--- src/rtl/sio_tx_8x.sv ---
`default_nettype none
// ============================================================================
// Module      : sio_tx_8x
// Description : 8x-oversampled async-style frame transmitter, 8 samples/clock
//               for an 8:1 serializer; o[7] is the earliest sample.
// Revision    : 1.0 - initial release
// ============================================================================
module sio_tx_8x #(
    parameter int NBITS       = 8,
    parameter int STOP_BITS   = 1,
    parameter int BIT_SAMPLES = 12,
    parameter int INV_ODD     = 0
) (
    input  logic             c,
    input  logic             r,
    input  logic             valid,
    input  logic [NBITS-1:0] d,
    output logic             ready,
    output logic             busy,
    output logic [7:0]       o
);

    localparam int              c_FB        = NBITS + 1 + STOP_BITS;
    localparam int              c_IW        = $clog2(c_FB + 1);
    localparam int              c_PW        = 1 << c_IW;
    localparam logic [c_IW-1:0] c_LAST_BIT  = c_IW'(c_FB - 1);
    localparam logic [c_IW-1:0] c_IDX_ONE   = c_IW'(1);
    localparam logic [7:0]      c_LAST_SAMP = 8'(BIT_SAMPLES - 1);
    localparam logic [7:0]      c_INV_MASK  = (INV_ODD != 0) ? 8'hAA : 8'h00;

    localparam logic [0:0] c_IDLE = 1'b0;
    localparam logic [0:0] c_SEND = 1'b1;

    logic [0:0]       r_state;
    logic [c_FB-1:0]  r_fr;
    logic [c_IW-1:0]  r_bit_idx;
    logic [7:0]       r_samp_cnt;
    logic             r_busy;
    logic [7:0]       r_o;

    logic [c_FB-1:0]  w_new_fr;
    logic             w_idle_accept;
    logic             w_send_accept;
    logic             w_act0;
    logic             w_act;
    logic             w_done;
    logic             w_bit;
    logic [c_PW-1:0]  w_fr_pad;
    logic [c_IW-1:0]  w_idx;
    logic [7:0]       w_cnt;
    logic [7:0]       w_word;

    assign w_new_fr = {{STOP_BITS{1'b1}}, d, 1'b0};

    // An accept from idle feeds the new frame straight into this cycle's word,
    // so the start bit lands on o[7] one cycle after the accept.
    assign w_idle_accept = !r && valid && (r_state == c_IDLE);

    always_comb begin
        w_act0   = (r_state == c_SEND) || w_idle_accept;
        w_fr_pad = {c_PW{1'b1}};
        if (w_idle_accept) begin
            w_fr_pad[c_FB-1:0] = w_new_fr;
            w_idx              = '0;
            w_cnt              = '0;
        end else begin
            w_fr_pad[c_FB-1:0] = r_fr;
            w_idx              = r_bit_idx;
            w_cnt              = r_samp_cnt;
        end
        w_act  = w_act0;
        w_done = 1'b0;
        w_bit  = 1'b1;
        w_word = 8'hFF;
        // Slot 7 first: each pass shifts one sample in at the LSB end.
        for (int s = 0; s < 8; s++) begin
            w_bit = 1'b1;
            if (w_act) begin
                w_bit = w_fr_pad[w_idx];
                if (w_cnt == c_LAST_SAMP) begin
                    w_cnt = '0;
                    if (w_idx == c_LAST_BIT) begin
                        w_act  = 1'b0;
                        w_done = 1'b1;
                    end else begin
                        w_idx = w_idx + c_IDX_ONE;
                    end
                end else begin
                    w_cnt = w_cnt + 8'd1;
                end
            end
            w_word = {w_word[6:0], w_bit};
        end
    end

    assign ready         = !r && ((r_state == c_IDLE) || w_done);
    assign w_send_accept = valid && ready && (r_state == c_SEND);

    always_ff @(posedge c) begin
        if (r) begin
            r_state    <= c_IDLE;
            r_fr       <= '0;
            r_bit_idx  <= '0;
            r_samp_cnt <= '0;
            r_busy     <= 1'b0;
            r_o        <= 8'hFF ^ c_INV_MASK;
        end else begin
            r_o    <= w_word ^ c_INV_MASK;
            r_busy <= w_act0;
            if (w_send_accept) begin
                r_state    <= c_SEND;
                r_fr       <= w_new_fr;
                r_bit_idx  <= '0;
                r_samp_cnt <= '0;
            end else if (w_act) begin
                r_state    <= c_SEND;
                r_fr       <= w_fr_pad[c_FB-1:0];
                r_bit_idx  <= w_idx;
                r_samp_cnt <= w_cnt;
            end else begin
                r_state    <= c_IDLE;
                r_bit_idx  <= '0;
                r_samp_cnt <= '0;
            end
        end
    end

    assign busy = r_busy;
    assign o    = r_o;

endmodule
`default_nettype wire
--- config.mk ---
export PLATFORM = sky130hd
export DESIGN_NAME = sio_tx_8x
export DESIGN_NICKNAME = d
export VERILOG_FILES = /design/src/rtl/sio_tx_8x.sv
export SDC_FILE = /design/constraint.sdc
export NUM_CORES = 1
export LEC_CHECK = 0
export CAP_MARGIN = 25
export CORE_MARGIN = 10
export CORE_UTILIZATION = 45
export CTS_CLUSTER_DIAMETER = 30
export DETAILED_ROUTE_END_ITERATION = 8
export DONT_BUFFER_PORTS = 1
export PLACE_DENSITY_LB_ADDON = 0.1
export SLEW_MARGIN = 20
export SYNTH_ARGS = -nofsm -noshare
export SYNTH_HDL_FRONTEND = slang
export SYNTH_SLANG_ARGS = --single-unit
--- constraint.sdc ---
create_clock -name c -period 30.1 [get_ports c]
set_input_delay 3.01 -clock c [delete_from_list [all_inputs] [get_ports c]]
set_output_delay 3.01 -clock c [all_outputs]
set_load 0.005 [all_outputs]
==> key figures <==
Layout
  • Area Overhead vs Synth: 2.207%
  • Post-layout nets: 900
  • Ratio of cells with drive above 1 in the final layout: 10.97%
  • Register Area: 640.6 um2
  • N_diodes: 0
  • Area of the multi-input gates: 5583 um2
  • Filler instances: 1501
  • Final std cells w/o fill: 1050

Outcome
  • Status: completed

Worst setup path
  • Max FO, Critical Path: 27
  • Slowest-stage cell, CP: or3b_1
  • CP Capture Type: primary output
  • Critical path's top delay family: simple AND/OR/NAND/NOR gates
  • Critical Path RT: 27.09 ns
  • Worst Path Class, Setup: primary input to primary output
  • Most frequent CP cell: ha_1
  • CP arrival: 15.54 ns
  • Critical Path Source Type: primary input
  • Crit-path max cell delay: 0.75 ns
  • Crit path buffers/inverters: 4

Synthesis
  • Synth Flop Type: dfxtp_1
  • Post-Syn Area: 6633 um2
  • Post-Syn Nets: 936
  • Mean Syn Cell Area: 7.361 um2
  • Number of synthesis warnings: 0
  • Post-synthesis sequential area ratio: 9.659%
  • #FFs+latches synth: 32
  • Cell variety after synth: 120
  • Mapped Cells: 901
  • Async SR Flop Fraction: 0%
  • EDFF count, synth: 0

Timing
  • Hold Violations, Final: 0
  • Slew Limit Fails: 0
  • Min Tclk post-route: 18.55 ns
  • Achievable Freq: 0.05390 GHz
  • Setup TNS Final: 0 ns
  • Setup-failing EPs final: 0
  • Final clock skew: 0.01529 ns
  • RSZ-0062 raised after global routing: no
  • Crit share post-route: 61.64%
  • Slew headroom: 39.11%
  • Worst slew pin tran: 0.9134 ns

Clock tree
  • CTS hold repair buffers: 0
  • Worst skew pair latency: 0.29 ns
  • CTS sink cnt: 32
  • Post-CTS sizing: 0
  • CTS root buffer: clkbuf_16
  • # Post-CTS Setup Buffers: 0
  • Num CTS Buffers: 5
  • Max clock buf depth: 2
  • CTS tree: built
  • Clk pin slew, worst setup/hold paths: 0.05 ns
  • H-tree depth: 2

Floorplanning
  • Row count: 44
  • Die H: 141.4 um
  • Die area: 20000 um2
  • Starting Density: 45.81%
  • Die X: 141.4 um
  • Core Region: 14480 um2
  • I/O Pins: 21

Placement
  • IO Port Bufs: 0
  • Post-detail-place hpwl: 17.45 mm
  • GP Congestion: 0.9085
  • Placed cell count: 1041

Power
  • PwrDens: 49.16 nW/um2
  • Pleak: 2.347 nW
  • Worst VDD drop: 46.46 uV

Worst hold path
  • Min-delay worst type: register to register

GRT
  • Initial antenna violation count: 0
  • GRT Overall Usage: 21.40%
  • Grt ovf: 0
  • First-pass GRT wire length: 35.62 mm
  • Vias in the first global route: 6571
  • Largest net degree at the start of global routing: 28

Drt
  • DRT Pass-1 Iters: 5
  • 1st-iter DRT viols: 615
  • Via density per instance: 6.750
  • DRC: 0
  • DRT Wirelength: 22.32 mm
  • Post-route ant nets: 0
  • DR WL/cell: 21.26 um
  • Via count: 7087

Run
  • Max Cap Viol: 0
## logic make-up (layout without fill, tap and decap cells)
kind of cell	count (synthesis)	after routing	share of synthesized area [%]
DFF	32	32	9.658
adders and majority gates	24	24	4.527
AOI/OAI and AO/OA	260	260	29.69
and+or+nand+nor	394	394	32.33
xor gates and xnor gates	48	48	6.999
buffers and inverters	80	45	6.168
muxes	63	63	10.62
## worst register-to-register path: cells and delay by family (launching register included)
kind | cells | cell delay, ns
AOI/OAI and AO/OA | 6 | 1.14
DFF | 1 | 0.84
buffers and inverters | 5 | 1.01
adders and majority gates | 8 | 1.93
muxes | 1 | 0.35
xor gates and xnor gates | 6 | 3.17
and+or+nand+nor | 19 | 4.87
## worst paths after layout
| kind | from | cells after the start | endpoint | slack (ns) |
|---|---|---|---|---|
| worst max-delay path | r | 46 | ready | 11.55 |
| worst min-delay path | r_fr[4] | 2 | r_fr[4] | 0.52 |
| worst max register to register | r_state | 45 | r_fr[0] | 16.68 |
| worst min register to register | r_fr[4] | 2 | r_fr[4] | 0.52 |
## per-stage QoR
stage / hold WS (ns) / setup slack [ns] / area [um2] / power (W) / utilization, %
3_5_place_dp: 0.5125 / 11.50 / 6608 / 0.0002699 / 45.64
2_1_floorplan: 0.4804 / 13.78 / 6633 / 0.0002215 / -
5_1_grt: 0.5531 / 10.53 / 6779 / 0.0003569 / 46.82
4_1_cts: 0.5195 / 11.46 / 6771 / 0.0003303 / 46.77
6_report: 0.5205 / 11.55 / 6779 / 0.0003332 / 46.82
3_3_place_gp: 0.5040 / 11.98 / 6608 / 0.0002686 / 45.64
## cells in the mapped netlist (all sizes together) (16+ instances only)
cell / n / area, um2
a211oi: 16 / 125.1
a21oi: 56 / 302.8
a31oi: 17 / 127.6
and3: 25 / 161.4
buf: 24 / 190.2
clkbuf: 25 / 102.6
dfxtp: 32 / 640.6
ha: 24 / 300.3
inv: 31 / 116.4
mux2: 16 / 183.9
mux2i: 43 / 430.4
nand2: 120 / 450.4
nand3: 41 / 210.2
nand4: 24 / 156.4
nor2: 64 / 240.2
nor3: 23 / 142.6
o211ai: 16 / 125.1
o21ai: 45 / 244.0
xnor2: 31 / 294.0
xor2: 16 / 147.7
## layout make-up
cell class	count	area share [%]
clock buffer	6	1.901
multi-input combinational	789	82.36
inverter	31	1.717
sequential	32	9.450
timing repair buffer	6	0.6645
tap	184	3.396
clock inverter	2	0.5168
## state kept, by name, summed over array words and instances (netlist names)
signal and flops:
r_fr 10, r_state 1, r_bit_idx 4, o 8, busy 1, r_samp_cnt 8
## routing by layer
metal / track usage, % / part of all wire [%] / vias up
met3: 2.270 / 6.2 / 38
met2: 35.13 / 47 / 293
li1: - / - / 3357
met4: 6.079 / 2.6 / 0
met5: 0 / 0 / -
met1: 28.90 / 44 / 3399
## power by group
group / total (W) / switching (W) / internal, W
logic: 0.000217 / 0.000142 / 0.0000747
clock network: 0.0000590 / 0.0000200 / 0.0000389
registers: 0.0000577 / 0.0000104 / 0.0000472
## cell usage in the layout, fill, tap and decap left out, drive strengths merged, types with 6 or more instances in the layout
cell       n
nand2    120
nor2      64
a21oi     56
o21ai     45
mux2i     43
nand3     41
dfxtp     32
inv       31
xnor2     31
and3      25
ha        24
nand4     24
nor3      23
a31oi     17
o211ai    16
xor2      16
mux2      16
a211oi    16
and2      13
nor4      12
o21a      10
o311ai    10
and4      10
nand2b     8
a2bb2oi    8
or3        8
nor4b      7
nor2b      7
a2111oi    7
or2        7
nand3b     6
buf        6
clkbuf     6
o32ai      6
(Power assumes the default switching activity.)
